===== src/rtl/memory_pkg.sv =====
`default_nettype none
// +----------------------------------------------------------------------+
// | memory_pkg                                                           |
// | Command and state encodings shared by the register-file slice.       |
// | Revision: 1.0                                                        |
// +----------------------------------------------------------------------+
package memory_pkg;

  typedef enum logic [2:0] {
    OP_NOP    = 3'd0,
    OP_READ   = 3'd1,
    OP_WRITE  = 3'd2,
    OP_DELETE = 3'd3,
    OP_FLUSH  = 3'd4
  } mem_op_e;

  typedef enum logic [0:0] {
    ST_IDLE  = 1'b0,
    ST_FLUSH = 1'b1
  } mem_state_e;

  localparam int c_OP_W = 3;

endpackage
`default_nettype wire


===== src/rtl/memory_entry.sv =====
`default_nettype none
// +----------------------------------------------------------------------+
// | memory_entry                                                         |
// | One storage slot: a data word plus its valid bit, falling-edge clk.  |
// | Revision: 1.0                                                        |
// +----------------------------------------------------------------------+
module memory_entry #(
  parameter int WIDTH = 32
) (
  input  logic             clk,
  input  logic             rst_n,
  input  logic             set,
  input  logic             clr,
  input  logic [WIDTH-1:0] data_in,
  output logic [WIDTH-1:0] data_out,
  output logic             valid_out
);

  logic [WIDTH-1:0] r_data;
  logic             r_valid;

  always_ff @(negedge clk or negedge rst_n) begin
    if (!rst_n) begin
      r_data  <= '0;
      r_valid <= 1'b0;
    end else if (clr) begin
      r_data  <= '0;
      r_valid <= 1'b0;
    end else if (set) begin
      r_data  <= data_in;
      r_valid <= 1'b1;
    end
  end

  assign data_out  = r_data;
  assign valid_out = r_valid;

endmodule
`default_nettype wire


===== src/rtl/memory_register_file.sv =====
`default_nettype none
// +----------------------------------------------------------------------+
// | memory_register_file                                                 |
// | Indexed slot array with read/write/delete/flush and free-slot scan.  |
// | Revision: 1.0                                                        |
// +----------------------------------------------------------------------+
module memory_register_file
  import memory_pkg::*;
#(
  parameter int WIDTH = 32,
  parameter int DEPTH = 8,
  parameter int IDX_W = $clog2(DEPTH),
  parameter int CNT_W = $clog2(DEPTH + 1)
) (
  input  logic             clk,
  input  logic             rst_n,
  input  logic             op_valid,
  input  logic [2:0]       op_code,
  input  logic [IDX_W-1:0] op_index,
  input  logic [WIDTH-1:0] op_data,
  output logic             op_ready,
  output logic             rd_valid,
  output logic             rd_hit,
  output logic [WIDTH-1:0] rd_data,
  output logic             err,
  output logic [CNT_W-1:0] count,
  output logic [IDX_W-1:0] free_index,
  output logic             full,
  output logic             empty
);

  localparam logic [IDX_W:0]   c_DEPTH_IDX = (IDX_W + 1)'(DEPTH);
  localparam logic [IDX_W-1:0] c_LAST      = IDX_W'(DEPTH - 1);
  localparam logic [CNT_W-1:0] c_DEPTH_CNT = CNT_W'(DEPTH);

  mem_state_e       r_state;
  logic [IDX_W-1:0] r_ptr;
  logic [CNT_W-1:0] r_count;
  logic [CNT_W-1:0] w_count_nxt;

  logic [DEPTH-1:0] w_valid, w_set, w_clr;
  logic [WIDTH-1:0] w_data [DEPTH];

  logic w_accept, w_in_range, w_is_cmd;
  logic w_is_read, w_is_write, w_is_delete, w_is_flush;
  logic w_sel_valid, w_ptr_valid, w_inc, w_dec, w_err;
  logic [WIDTH-1:0] w_sel_data;
  logic [IDX_W-1:0] w_free;

  assign w_accept    = op_valid && (r_state == ST_IDLE);
  assign w_in_range  = {1'b0, op_index} < c_DEPTH_IDX;
  assign w_is_read   = w_accept && (op_code == OP_READ);
  assign w_is_write  = w_accept && (op_code == OP_WRITE);
  assign w_is_delete = w_accept && (op_code == OP_DELETE);
  assign w_is_flush  = w_accept && (op_code == OP_FLUSH);
  assign w_is_cmd    = w_is_read || w_is_write || w_is_delete || w_is_flush;

  // Index muxes built as compare loops so a non-power-of-two DEPTH never indexes past the array.
  always_comb begin
    w_sel_valid = 1'b0;
    w_sel_data  = '0;
    w_ptr_valid = 1'b0;
    for (int i = 0; i < DEPTH; i++) begin
      if (op_index == IDX_W'(i)) begin
        w_sel_valid = w_valid[i];
        w_sel_data  = w_data[i];
      end
      if (r_ptr == IDX_W'(i)) begin
        w_ptr_valid = w_valid[i];
      end
    end
  end

  generate
    for (genvar g = 0; g < DEPTH; g++) begin : g_entry
      assign w_set[g] = w_is_write && (op_index == IDX_W'(g));
      assign w_clr[g] = (w_is_delete && (op_index == IDX_W'(g)) && w_valid[g]) ||
                        ((r_state == ST_FLUSH) && (r_ptr == IDX_W'(g)));

      memory_entry #(.WIDTH(WIDTH)) u_entry (
        .clk       (clk),
        .rst_n     (rst_n),
        .set       (w_set[g]),
        .clr       (w_clr[g]),
        .data_in   (op_data),
        .data_out  (w_data[g]),
        .valid_out (w_valid[g])
      );
    end
  endgenerate

  assign w_err = (w_is_cmd && !w_in_range) || (w_is_delete && w_in_range && !w_sel_valid);
  assign w_inc = w_is_write && w_in_range && !w_sel_valid;
  assign w_dec = (w_is_delete && w_in_range && w_sel_valid) ||
                 ((r_state == ST_FLUSH) && w_ptr_valid);

  always_comb begin
    w_count_nxt = r_count;
    if (w_inc) begin
      w_count_nxt = r_count + CNT_W'(1);
    end else if (w_dec) begin
      w_count_nxt = r_count - CNT_W'(1);
    end
  end

  always_ff @(negedge clk or negedge rst_n) begin
    if (!rst_n) begin
      r_state  <= ST_IDLE;
      r_ptr    <= '0;
      r_count  <= '0;
      rd_valid <= 1'b0;
      rd_hit   <= 1'b0;
      rd_data  <= '0;
      err      <= 1'b0;
    end else begin
      r_count  <= w_count_nxt;
      rd_valid <= w_is_read;
      rd_hit   <= w_is_read && w_in_range && w_sel_valid;
      rd_data  <= (w_is_read && w_in_range && w_sel_valid) ? w_sel_data : '0;
      err      <= w_err;
      case (r_state)
        ST_IDLE: begin
          if (w_is_flush && w_in_range) begin
            r_state <= ST_FLUSH;
            r_ptr   <= '0;
          end
        end
        ST_FLUSH: begin
          if (r_ptr == c_LAST) begin
            r_state <= ST_IDLE;
            r_ptr   <= '0;
          end else begin
            r_ptr <= r_ptr + IDX_W'(1);
          end
        end
        default: r_state <= ST_IDLE;
      endcase
    end
  end

  always_comb begin
    w_free = '0;
    for (int i = DEPTH - 1; i >= 0; i--) begin
      if (!w_valid[i]) begin
        w_free = IDX_W'(i);
      end
    end
  end

  assign op_ready   = (r_state == ST_IDLE);
  assign count      = r_count;
  assign free_index = w_free;
  assign full       = (r_count == c_DEPTH_CNT);
  assign empty      = (r_count == '0);

endmodule
`default_nettype wire


===== config.mk =====
export PLATFORM = sky130hd
export DESIGN_NAME = memory_register_file
export DESIGN_NICKNAME = d
export VERILOG_FILES = /design/src/rtl/memory_pkg.sv /design/src/rtl/memory_entry.sv /design/src/rtl/memory_register_file.sv
export SDC_FILE = /design/constraint.sdc
export NUM_CORES = 1
export LEC_CHECK = 0
export BUFFER_PORTS_ARGS = -buffer_cell sky130_fd_sc_hd__buf_2
export CAP_MARGIN = 25
export CORE_ASPECT_RATIO = 0.7
export CORE_MARGIN = 3
export CORE_UTILIZATION = 35
export CTS_BUF_LIST = sky130_fd_sc_hd__clkbuf_4 sky130_fd_sc_hd__clkbuf_8
export CTS_CLUSTER_DIAMETER = 40
export CTS_CLUSTER_SIZE = 40
export DETAILED_ROUTE_END_ITERATION = 12
export PLACE_DENSITY = 0.55
export SETUP_SLACK_MARGIN = 0.05
export SYNTH_ARGS = -nofsm -noshare
export SYNTH_HDL_FRONTEND = slang
export SYNTH_SLANG_ARGS = --single-unit

===== constraint.sdc =====
create_clock -name clk -period 4.8 [get_ports clk]
set_clock_uncertainty 0.05 [all_clocks]
set_input_delay 0.24 -clock clk [delete_from_list [all_inputs] [get_ports clk]]
set_output_delay 0.24 -clock clk [all_outputs]
set_load 0.005 [all_outputs]

# Word level (Yosys, flattened, before mapping)

Index checks and enable logic that the tools add are counted.

Register bits after elaboration: 307
Bits of input ports: 41
Output and inout bits: 45
Logic and storage cells: 184

$add $sub $neg: 3
Equality and inequality tests: 20
Mux-type cells: 73
Bitwise gates (word level): 1
Reductions and logical operators: 64

Operators with widths:

| operator            | number |
|---|---|
| $mux 32             | 25 |
| $logic_and 1x1->1   | 42 |
| $mux 1              | 34 |
| $mux 3              | 10 |
| $eq 3x3->1 const B  | 9 |
| $eq 3x2->1 const B  | 6 |
| $reduce_bool 2->1   | 9 |
| $eq 3x1->1 const B  | 3 |
| $logic_or 1x1->1    | 9 |
| $mux 4              | 2 |
| $logic_not 3->1     | 2 |
| $pmux 3 s2          | 1 |
| $add 4x1->4 const B | 1 |
| $eq 4x4->1 const B  | 1 |
| $logic_not 4->1     | 1 |
| $sub 4x1->4 const B | 1 |
| $add 3x1->3 const B | 1 |
| $ne 2x1->1 const B  | 1 |
| $pmux 1 s2          | 1 |
| $logic_not 1->1     | 1 |
| $not 1->1           | 1 |

# Depth between registers and ports, before layout

Gate-level depths: netlist (run 1).

Depth in word-level cells: 13
Gate-level depth with buffers: 10
Gate-level depth less buffers: 9

# Cells and area by module

Synthesis (run 1) repeated with hierarchy kept, for this count alone.

Cells, all modules: 1298
Area, all modules: 14804.2 sq um

Modules (own cells, without submodules):

| module               | times used | cells an instance | area each (sq um) | seq. area each (sq um) |
|---|---|---|---|---|
| memory_entry         | 8          | 107               | 1362.6            | 825.8 |
| memory_register_file | 1          | 442               | 3903.7            | 1076.0 |

==> key figures, run 1 <==
Logic synthesis
  – Post-Synthesis Cells: around 1300
  – Asr flop ratio synth: 1.00
  – Synth area leaders: dfrtn_1 (56%), a22o_1 (12%), a21oi_1 (5.2%)
  – Largest family of logic cells by synthesized area: compound AO/OA/AOI/OAI gates
  – Mean post-synth cell area: ~11 sq um
  – Synth Area in XOR/XNOR: 0.00127
  – Post-Synth Adder-Cell Area: 0.00871
  – Top FF cell, synth: dfrtn_1
  – Compound-Gate Fraction of Synth Area: 0.239
  – Syn_nets: about 1300
  – Yosys warns: 0
  – Yosys cell types: 60
  – Multiplexer share of the synthesized area: 0.0553
  – Simple-Gate Fraction of Synth Area: 0.0919
  – Synth area leader: dfrtn_1
  – Top cells by count, synth: dfrtn_1 (307), a22o_1 (193), nand2_1 (152), a21oi_1 (142), clkbuf_1 (74)
  – #FFs+latches synth: 307
  – Synthesized area: 0.0138 sq mm
  – Area share of the largest cell type after synthesis: 0.557
  – Post-synth EDFFs: 0
  – Seq/Total Area, Yosys: 0.557
  – Most numerous cell in the Yosys netlist: dfrtn_1

Route
  – Routed wl met2: 18700 microns
  – DR WL/cell: roughly 23 microns
  – Antenna Nets Post-Route: 0
  – DRC errors left: 0
  – Met3 WL: approximately 3000 microns
  – Metal-1 WL: 21200 microns
  – Vias per cell: 5.65
  – Drt first pass iters: 5
  – Post-Route WL: 43700 microns
  – Max layer used: met4
  – Initial DRC count: 923
  – Vias: 10600

Place
  – Placer Congestion: 0.781
  – Final HPWL DP: approximately 26000 microns
  – Port bufs: 85
  – Dpl ws: ~0.0055 ns

Layout
  – Layout fillers: 3696
  – Final net count: 1379
  – Number of diodes: 0
  – Layout cells sized above 1: 0.197
  – Storage cell area: 0.00768 sq mm
  – Multi-input logic area: 0.00556 sq mm
  – Synthesis-to-layout area growth: 15.8%

STA
  – Final Max Slew Viols: 0
  – Final Hold Fails: 0
  – RSZ-0062 raised after global routing: false
  – Slew at the pin with the worst max-slew slack: 0.648 ns
  – Worst rel slew slack: 0.568
  – Final setup fails: 0
  – Setup TNS: 0 ns
  – Worst setup margin: 0.260 ns

Power and ir drop
  – PwrDens: 431 mW/mm^2
  – Peak supply drop: 0.214 mV
  – Leakage: 7.39 nW

Die
  – Top Ports: 86
  – Chip height: 172 microns
  – # rows: 60
  – Initial core utilization: 0.357
  – Core Footprint: 0.0387 sq mm
  – Die width: 243 microns
  – DIE AREA: 0.0419 sq mm

Global routing
  – First-pass GRT wire length: 68000 microns
  – Gr usage total: 0.210
  – Largest net degree at the start of global routing: 80
  – Overflow after GRT: 0
  – Initial antenna violation count: 1
  – Vias in the first global route: 10800

Setup path
  – Worst path required time: 4.51 ns
  – CP endpoint kind: output pin
  – CP arrival: 4.25 ns
  – Crit Reg-Reg Startpoint: r_state$_DFF_NN0_
  – Crit Path Class: flip-flop to output pin
  – CP startpoint kind: flip-flop
  – Worst-path fanout max: 8
  – Critical Path Start: g_entry[6].u_entry.valid_out$_DFFE_NN0P_

CTS
  – Hold Buf Count CTS: 0
  – Post_cts resized: 0
  – Maximum clock path buffer count: 3
  – Reg clk slew, reported paths: 0.06 ns
  – Root Buffer: clkbuf_8
  – H-Tree Depth: 2
  – CTS Sinks: 307
  – Number of buffers created by CTS: 34
  – Post-CTS Setup Inserts: 0
  – CTS tree: done
  – Clock latency on the worst-skew pair: roughly 0.54 ns

Outcome
  – Outcome: finished clean

Hold path
  – Min-Delay Path Class: flip-flop to flip-flop
  – Hold Crit Start: g_entry[4].u_entry.data_out[1]$_DFFE_NN0P_

Job
  – Max Cap Viol: 0
-- placed cells by master (no fill, tap or decap), types with 3 or more instances in the layout --
master,netlist,final
nand3_1,4,4
o22ai_1,19,19
mux2i_1,35,35
bufinv_16,0,4
a22o_1,193,193
dfrtn_1,307,307
nor2b_1,26,24
a311oi_1,5,5
a22oi_1,13,12
a221oi_1,19,19
buf_12,0,21
a21o_1,9,9
mux2_1,3,3
a21oi_1,142,137
o2bb2ai_1,12,12
and3_1,8,7
nand2_1,152,152
o21ai_0,28,28
buf_4,4,51
clkinvlp_4,0,3
nand2b_1,7,7
a21oi_4,0,5
nor3_4,0,4
ha_1,8,8
clkbuf_8,0,43
mux2_2,29,29
nand3b_1,3,3
clkbuf_4,0,4
nor3_1,4,4
inv_1,6,5
nor2_1,63,63
buf_2,59,83
-- power by group --
group / internal [mW] / switching, mW
clock: 1.07 / 1.00
sequential: 3.05 / 0.318
combinational: 0.634 / 0.811
-- final timing paths --
path,slack (ns),depth (start not counted),end
min in group asynchronous,1.89,1,count[1]$_DFFE_NN0P_
min,0.39,1,g_entry[4].u_entry.data_out[1]$_DFFE_NN0P_
max in group asynchronous,2.04,2,g_entry[0].u_entry.data_out[18]$_DFFE_NN0P_
min reg2reg,0.39,1,g_entry[4].u_entry.data_out[1]$_DFFE_NN0P_
max,0.26,6,free_index[0]
max reg2reg,2.13,9,count[3]$_DFFE_NN0P_
-- per-layer routing --
layer | GRT usage | up-vias
met1 | 0.314 | 5459
li1 | - | 4730
met2 | 0.314 | 363
met4 | 0.0418 | 0
met3 | 0.0428 | 63
met5 | 0 | -
-- flip-flops by register name (all words and copies together), names as in the netlist --
signal,cells
rd_hit,1
err,1
rd_valid,1
count,4
g_entry.u_entry.valid_out,8
r_state,1
g_entry.u_entry.data_out,256
r_ptr,3
rd_data,32
-- cell families (layout without fill, tap and decap cells) --
kind of cell             Yosys count  count (layout)
AO/OA/AOI/OAI                    458             458
AND/OR/NAND/NOR                  284             284
buffers and inverters            149             223
multiplexers                      70              70
XOR/XNOR                           2               2
flip-flops                       307             307
adder cells (fa/ha/maj)            9               9
-- stage by stage --
stage	cell area [sq um]	instances	total power [mW]	utilization	hold slack, ns
floorplan	13800	1279	4.24	-	0.369
global placement	15200	1820	4.80	0.392	0.386
detailed placement	15200	1820	4.84	0.392	0.384
CTS	16000	1880	6.94	0.413	0.391
global route	16000	1880	7.25	0.413	0.397
finish	16000	1880	6.88	0.413	0.387
-- layout make-up --
cell class | count | area share
multi-input combinational | 823 | 0.348
timing repair buffer | 156 | 0.0772
inverter | 7 | 0.00164
clock inverter | 13 | 0.0117
sequential | 307 | 0.481
tap | 527 | 0.0413
clock buffer | 47 | 0.0389
-- critical path, stage by stage, from the launching register on --
cell	delay [ns]
dfrtn_1	0.57
nor2b_1	0.16
o21ai_0	0.08
nand2_1	0.08
nand2_1	0.05
a21boi_0	0.22
buf_2	0.16
Power figures use the tool's default switching activity.
==> run 2: changes to the inputs <==
Clock period 4.8 ns to 4.2 ns, I/O delays scaled along.
==> run 2 against run 1 <==
Compared with the run above:
- largest power group unchanged
- die area stayed put
- flip-flop and latch count stayed put
- register-to-register slack worse by 0.46 ns
- critical path depth is 1 lower
- first-iteration DRC count is 8.6% higher
- total power is 17% higher
- clock power is 17% higher
- largest cell class unchanged
- setup slack worse by 0.12 ns
==> key figures, run 2 (synthesis results as in run 1) <==
Setup path
  – CP endpoint kind: output pin
  – R2r worst-path depth: 11
  – Worst-path fanout max: 4
  – CP arrival: 3.80 ns
  – CP startpoint kind: flip-flop
  – Crit Path Class: flip-flop to output pin
  – Worst path required time: a little under 4 ns

Die
  – Chip height: between 150 and 200 microns
  – DIE AREA: about 0.042 sq mm
  – Core Footprint: 0.0387 sq mm
  – Top Ports: 86
  – Initial core utilization: 0.357
  – Die width: 243 microns
  – # rows: 60

STA
  – RSZ-0062 raised after global routing: false
  – Final Max Slew Viols: 0
  – Worst rel slew slack: 0.557
  – Slew at the pin with the worst max-slew slack: roughly 0.66 ns
  – Final setup fails: 0
  – Final Hold Fails: 0
  – Worst setup margin: 0.138 ns

Place
  – Final HPWL DP: 26400 microns
  – Port bufs: 85
  – Placed cell areas: 0.0155 sq mm
  – Dpl ws: -0.141 ns
  – Placer Congestion: 0.781

CTS
  – Reg clk slew, reported paths: 0.06 ns
  – Clock latency on the worst-skew pair: 0.54 ns
  – CTS tree: done
  – Root Buffer: clkbuf_8
  – Maximum clock path buffer count: 3
  – Number of buffers created by CTS: 36
  – H-Tree Depth: 2
  – CTS Sinks: 307

Layout
  – Layout cells sized above 1: 0.219
  – Most frequent cells in the layout: dfrtn_1 (307), a22o_1 (193), nand2_1 (152)
  – Final Cell Area: 0.0164 sq mm
  – Max reg flops: 256
  – Commonest non-fill, non-tap cell in the layout: dfrtn_1
  – Number of diodes: 0
  – Synthesis-to-layout area growth: 18.9%
  – Final net count: 1409

Global routing
  – Largest net degree at the start of global routing: 80
  – Gr usage total: 0.211
  – Initial antenna violation count: 1
  – Vias in the first global route: 10900
  – Overflow after GRT: 0
  – First-pass GRT wire length: 68500 microns

Route
  – Antenna Nets Post-Route: 0
  – Post-Route WL: 44500 microns
  – Drt first pass iters: 5
  – Vias: 10900
  – DR WL/cell: 23.3 microns
  – Initial DRC count: 1002
  – DRC errors left: 0
  – Vias per cell: 5.71

Power and ir drop
  – Leakage: 7.60 nW
  – Peak supply drop: 0.234 mV
  – PwrDens: 490 mW/mm^2

Hold path
  – Hold path depth: 1
  – Min-Delay Path Class: flip-flop to flip-flop

Job
  – Max Cap Viol: 0

Outcome
  – Outcome: finished clean
[run 2: changes by cell type in the layout (fill, tap and decap cells not counted), sizes merged]
cell	change
inv	+8
buf	+28
clkbuf	-3
bufinv	-2
clkinvlp	-3
clkinv	+5
[run 2: per-stage QoR]
step / utilization / setup TNS [ns] / hold slack, ns / instances / total power [mW]
3_5_place_dp: 0.401 / -0.915 / 0.385 / 1841 / 5.59
4_1_cts: 0.423 / 0 / 0.393 / 1908 / 8.06
6_report: 0.424 / 0 / 0.390 / 1913 / 8.04
5_1_grt: 0.424 / 0 / 0.399 / 1913 / 8.44
2_1_floorplan: - / 0 / 0.369 / 1279 / 4.86
3_3_place_gp: 0.401 / -0.197 / 0.386 / 1841 / 5.55
[run 2: layer usage]
metal	GRT usage	up-vias	part of all wire
li1	-	4802	-
met1	0.317	5634	0.48
met2	0.308	411	0.42
met3	0.0494	75	0.078
met4	0.0516	2	0.021
met5	0	-	0.00029
[run 2: worst max-delay path, cell delays in order (launching register included)]
cell and delay (ns):
dfrtn_1 0.39, buf_4 0.16, nand2_1 0.08, nand3_1 0.10
a31oi_1 0.27, buf_2 0.17
[run 2: worst paths after layout]
path	start	to	slack (ns)
min	g_entry[1].u_entry.data_out[26]$_DFFE_NN0P_	g_entry[1].u_entry.data_out[26]$_DFFE_NN0P_	0.39
min reg2reg	g_entry[1].u_entry.data_out[26]$_DFFE_NN0P_	g_entry[1].u_entry.data_out[26]$_DFFE_NN0P_	0.39
max reg2reg	g_entry[4].u_entry.valid_out$_DFFE_NN0P_	count[3]$_DFFE_NN0P_	1.67
max	g_entry[7].u_entry.valid_out$_DFFE_NN0P_	free_index[1]	0.14
min in group asynchronous	rst_n	count[3]$_DFFE_NN0P_	1.59
max in group asynchronous	rst_n	g_entry[7].u_entry.data_out[29]$_DFFE_NN0P_	1.72
[run 2: cell type report]
cell class | instances | area (sq um)
Sequential cell | 307 | 7680
Clock buffer | 44 | 593
Tap cell | 527 | 659
Multi-Input combinational cell | 823 | 5620
Fill cell | 3698 | 22300
Inverter | 7 | 26.3
Timing Repair Buffer | 184 | 1570
Clock inverter | 21 | 249
[run 2: repair_timing]
item,4_1_cts,5_1_grt
gates cloned,0,0
hold buffers,0,0
hold endpoints to repair,0,0
buffers inserted,2,5
setup endpoints to repair,1,1
pin swaps,0,0
gates resized for setup,1,1
[run 2: where the power goes]
group	total, mW	internal [mW]	switching, mW
logic	1.78	0.809	0.975
registers	3.82	3.48	0.340
clock network	2.43	1.14	1.30
total	8.04	5.43	2.61
==> run 3: changes to the inputs <==
Settings changed: CTS_BUF_LIST sky130_fd_sc_hd__clkbuf_4 sky130_fd_sc_hd__clkbuf_8 to sky130_fd_sc_hd__clkbuf_4.
==> run 3 against run 2 <==
Compared with the run above:
- flip-flop and latch count did not move
- global-route usage up 0.090 points
- critical path depth increased by 1
- routed wire length increased by 0.35%
- first-iteration DRC count fell by 2.8%
- cell count is 0.58% higher
- sequential power about the same
- clock-buffer cell count down 4
- largest power group unchanged
- via count about the same
- setup slack lost 0.0074 ns
- critical endpoint is now free_index[0]
- worst hold slack better by 0.0019 ns
- sequential share of layout area is 0.52 points higher
==> key figures, run 3 (synthesis results as in run 1) <==
Place
  – Placer Congestion: 0.781
  – Port bufs: 85
  – Dpl ws: -0.141 ns
  – Placed cell count: 1841
  – Final HPWL DP: 26400 microns
  – Placed cell areas: roughly 0.016 sq mm

Layout
  – Most frequent cells in the layout: dfrtn_1 (307), a22o_1 (193), nand2_1 (152)
  – Commonest non-fill, non-tap cell in the layout: dfrtn_1
  – Synthesis-to-layout area growth: 17.6%
  – Final net count: 1417
  – Layout cells sized above 1: 0.222
  – Final Core Density: 0.420
  – Max reg flops: 256
  – Layout Cells excl Fill: 1924
  – Final Cell Area: 0.0162 sq mm

Route
  – Vias per cell: 5.67
  – Initial DRC count: 974
  – DR WL/cell: 23.2 microns
  – Vias: 10900
  – Post-Route WL: 44700 microns
  – DRC errors left: 0
  – Drt first pass iters: 5
  – Antenna Nets Post-Route: 0

Die
  – Top Ports: 86
  – Initial core utilization: 0.357
  – Core Footprint: between 0.03 and 0.04 sq mm
  – Chip height: around 170 microns
  – # rows: 60
  – Die width: 243 microns
  – DIE AREA: approximately 0.042 sq mm

Hold path
  – Min-Delay Path Class: flip-flop to flip-flop

Setup path
  – CP startpoint kind: flip-flop
  – Crit Path Class: flip-flop to output pin
  – Worst path required time: 3.94 ns
  – CP arrival: 3.81 ns
  – CP endpoint kind: output pin
  – Worst-path fanout max: 2

Global routing
  – Vias in the first global route: about 11000
  – Overflow after GRT: 0
  – First-pass GRT wire length: 68700 microns
  – Largest net degree at the start of global routing: 80
  – Gr usage total: 0.212
  – Initial antenna violation count: 2

CTS
  – CTS Sinks: slightly above 300
  – CTS tree: done
  – Reg clk slew, reported paths: 0.10 ns
  – Clock latency on the worst-skew pair: 0.66 ns
  – H-Tree Depth: 2
  – Root Buffer: clkbuf_4
  – Maximum clock path buffer count: 3
  – Number of buffers created by CTS: 36
  – Hold Buf Count CTS: 0

STA
  – Slew at the pin with the worst max-slew slack: 0.688 ns
  – Worst rel slew slack: 0.542
  – Setup TNS: 0 ns
  – Worst-case hold slack: 0.392 ns
  – Final Hold Fails: 0
  – Worst setup margin: 0.131 ns
  – Final setup fails: 0
  – Final Max Slew Viols: 0
  – RSZ-0062 raised after global routing: true

Power and ir drop
  – Leakage: around 7.5 nW
  – PwrDens: 468 mW/mm^2
  – Design Power: 7.60 mW
  – Peak supply drop: 0.206 mV

Job
  – Max Cap Viol: 0

Outcome
  – Outcome: finished clean
## run 3: changes by cell type in the layout (fill, tap and decap cells not counted), moves of 3 or more
| cell | delta |
|---|---|
| clkbuf_4 | +38 |
| clkinv_1 | +4 |
| diode_2 | +3 |
| buf_4 | +8 |
| clkbuf_8 | -42 |
## run 3: power breakdown
part / switching, mW / total, mW / leakage (nW) / internal (mW)
Clock: 1.23 / 1.96 / 0.323 / 0.731
Sequential: 0.320 / 3.80 / 4.23 / 3.48
Combinational: 1.01 / 1.84 / 2.98 / 0.832
## run 3: cell type report
cell class / count / area, sq um
timing repair buffer: 192 / 1630
fill: 3722 / 22400
sequential: 307 / 7680
inverter: 7 / 26.3
antenna: 3 / 7.51
multi-input combinational: 823 / 5630
tap: 527 / 659
clock buffer: 40 / 300
clock inverter: 25 / 285
## run 3: per-layer routing
metal	GRT usage	up-vias	share of wire
met5	0	-	0
met4	0.0558	0	0.021
met3	0.0490	65	0.082
met2	0.308	421	0.43
met1	0.318	5601	0.47
li1	-	4829	-
## run 3: worst paths after layout
check | from | to | slack [ns] | cells after the start
max | g_entry[6].u_entry.valid_out$_DFFE_NN0P_ | free_index[0] | 0.13 | 6
max reg2reg | r_ptr[2]$_DFFE_NN0P_ | count[1]$_DFFE_NN0P_ | 1.73 | 6
min | g_entry[0].u_entry.data_out[1]$_DFFE_NN0P_ | g_entry[0].u_entry.data_out[1]$_DFFE_NN0P_ | 0.39 | 1
min in group asynchronous | rst_n | count[3]$_DFFE_NN0P_ | 1.45 | 1
min reg2reg | g_entry[0].u_entry.data_out[1]$_DFFE_NN0P_ | g_entry[0].u_entry.data_out[1]$_DFFE_NN0P_ | 0.39 | 1
max in group asynchronous | rst_n | g_entry[5].u_entry.data_out[13]$_DFFE_NN0P_ | 1.81 | 2
## run 3: timing repair
item,CTS,global route
resized for setup,1,4
setup endpoints to repair,3,4
setup buffers,10,5
pin swaps,0,3
## run 3: critical path: stages, from the launching register on
cell	delay (ns)
dfrtn_1	0.43
nor2b_2	0.15
o21ai_1	0.08
nand2_1	0.07
nand2_1	0.06
a21boi_2	0.16
buf_2	0.14
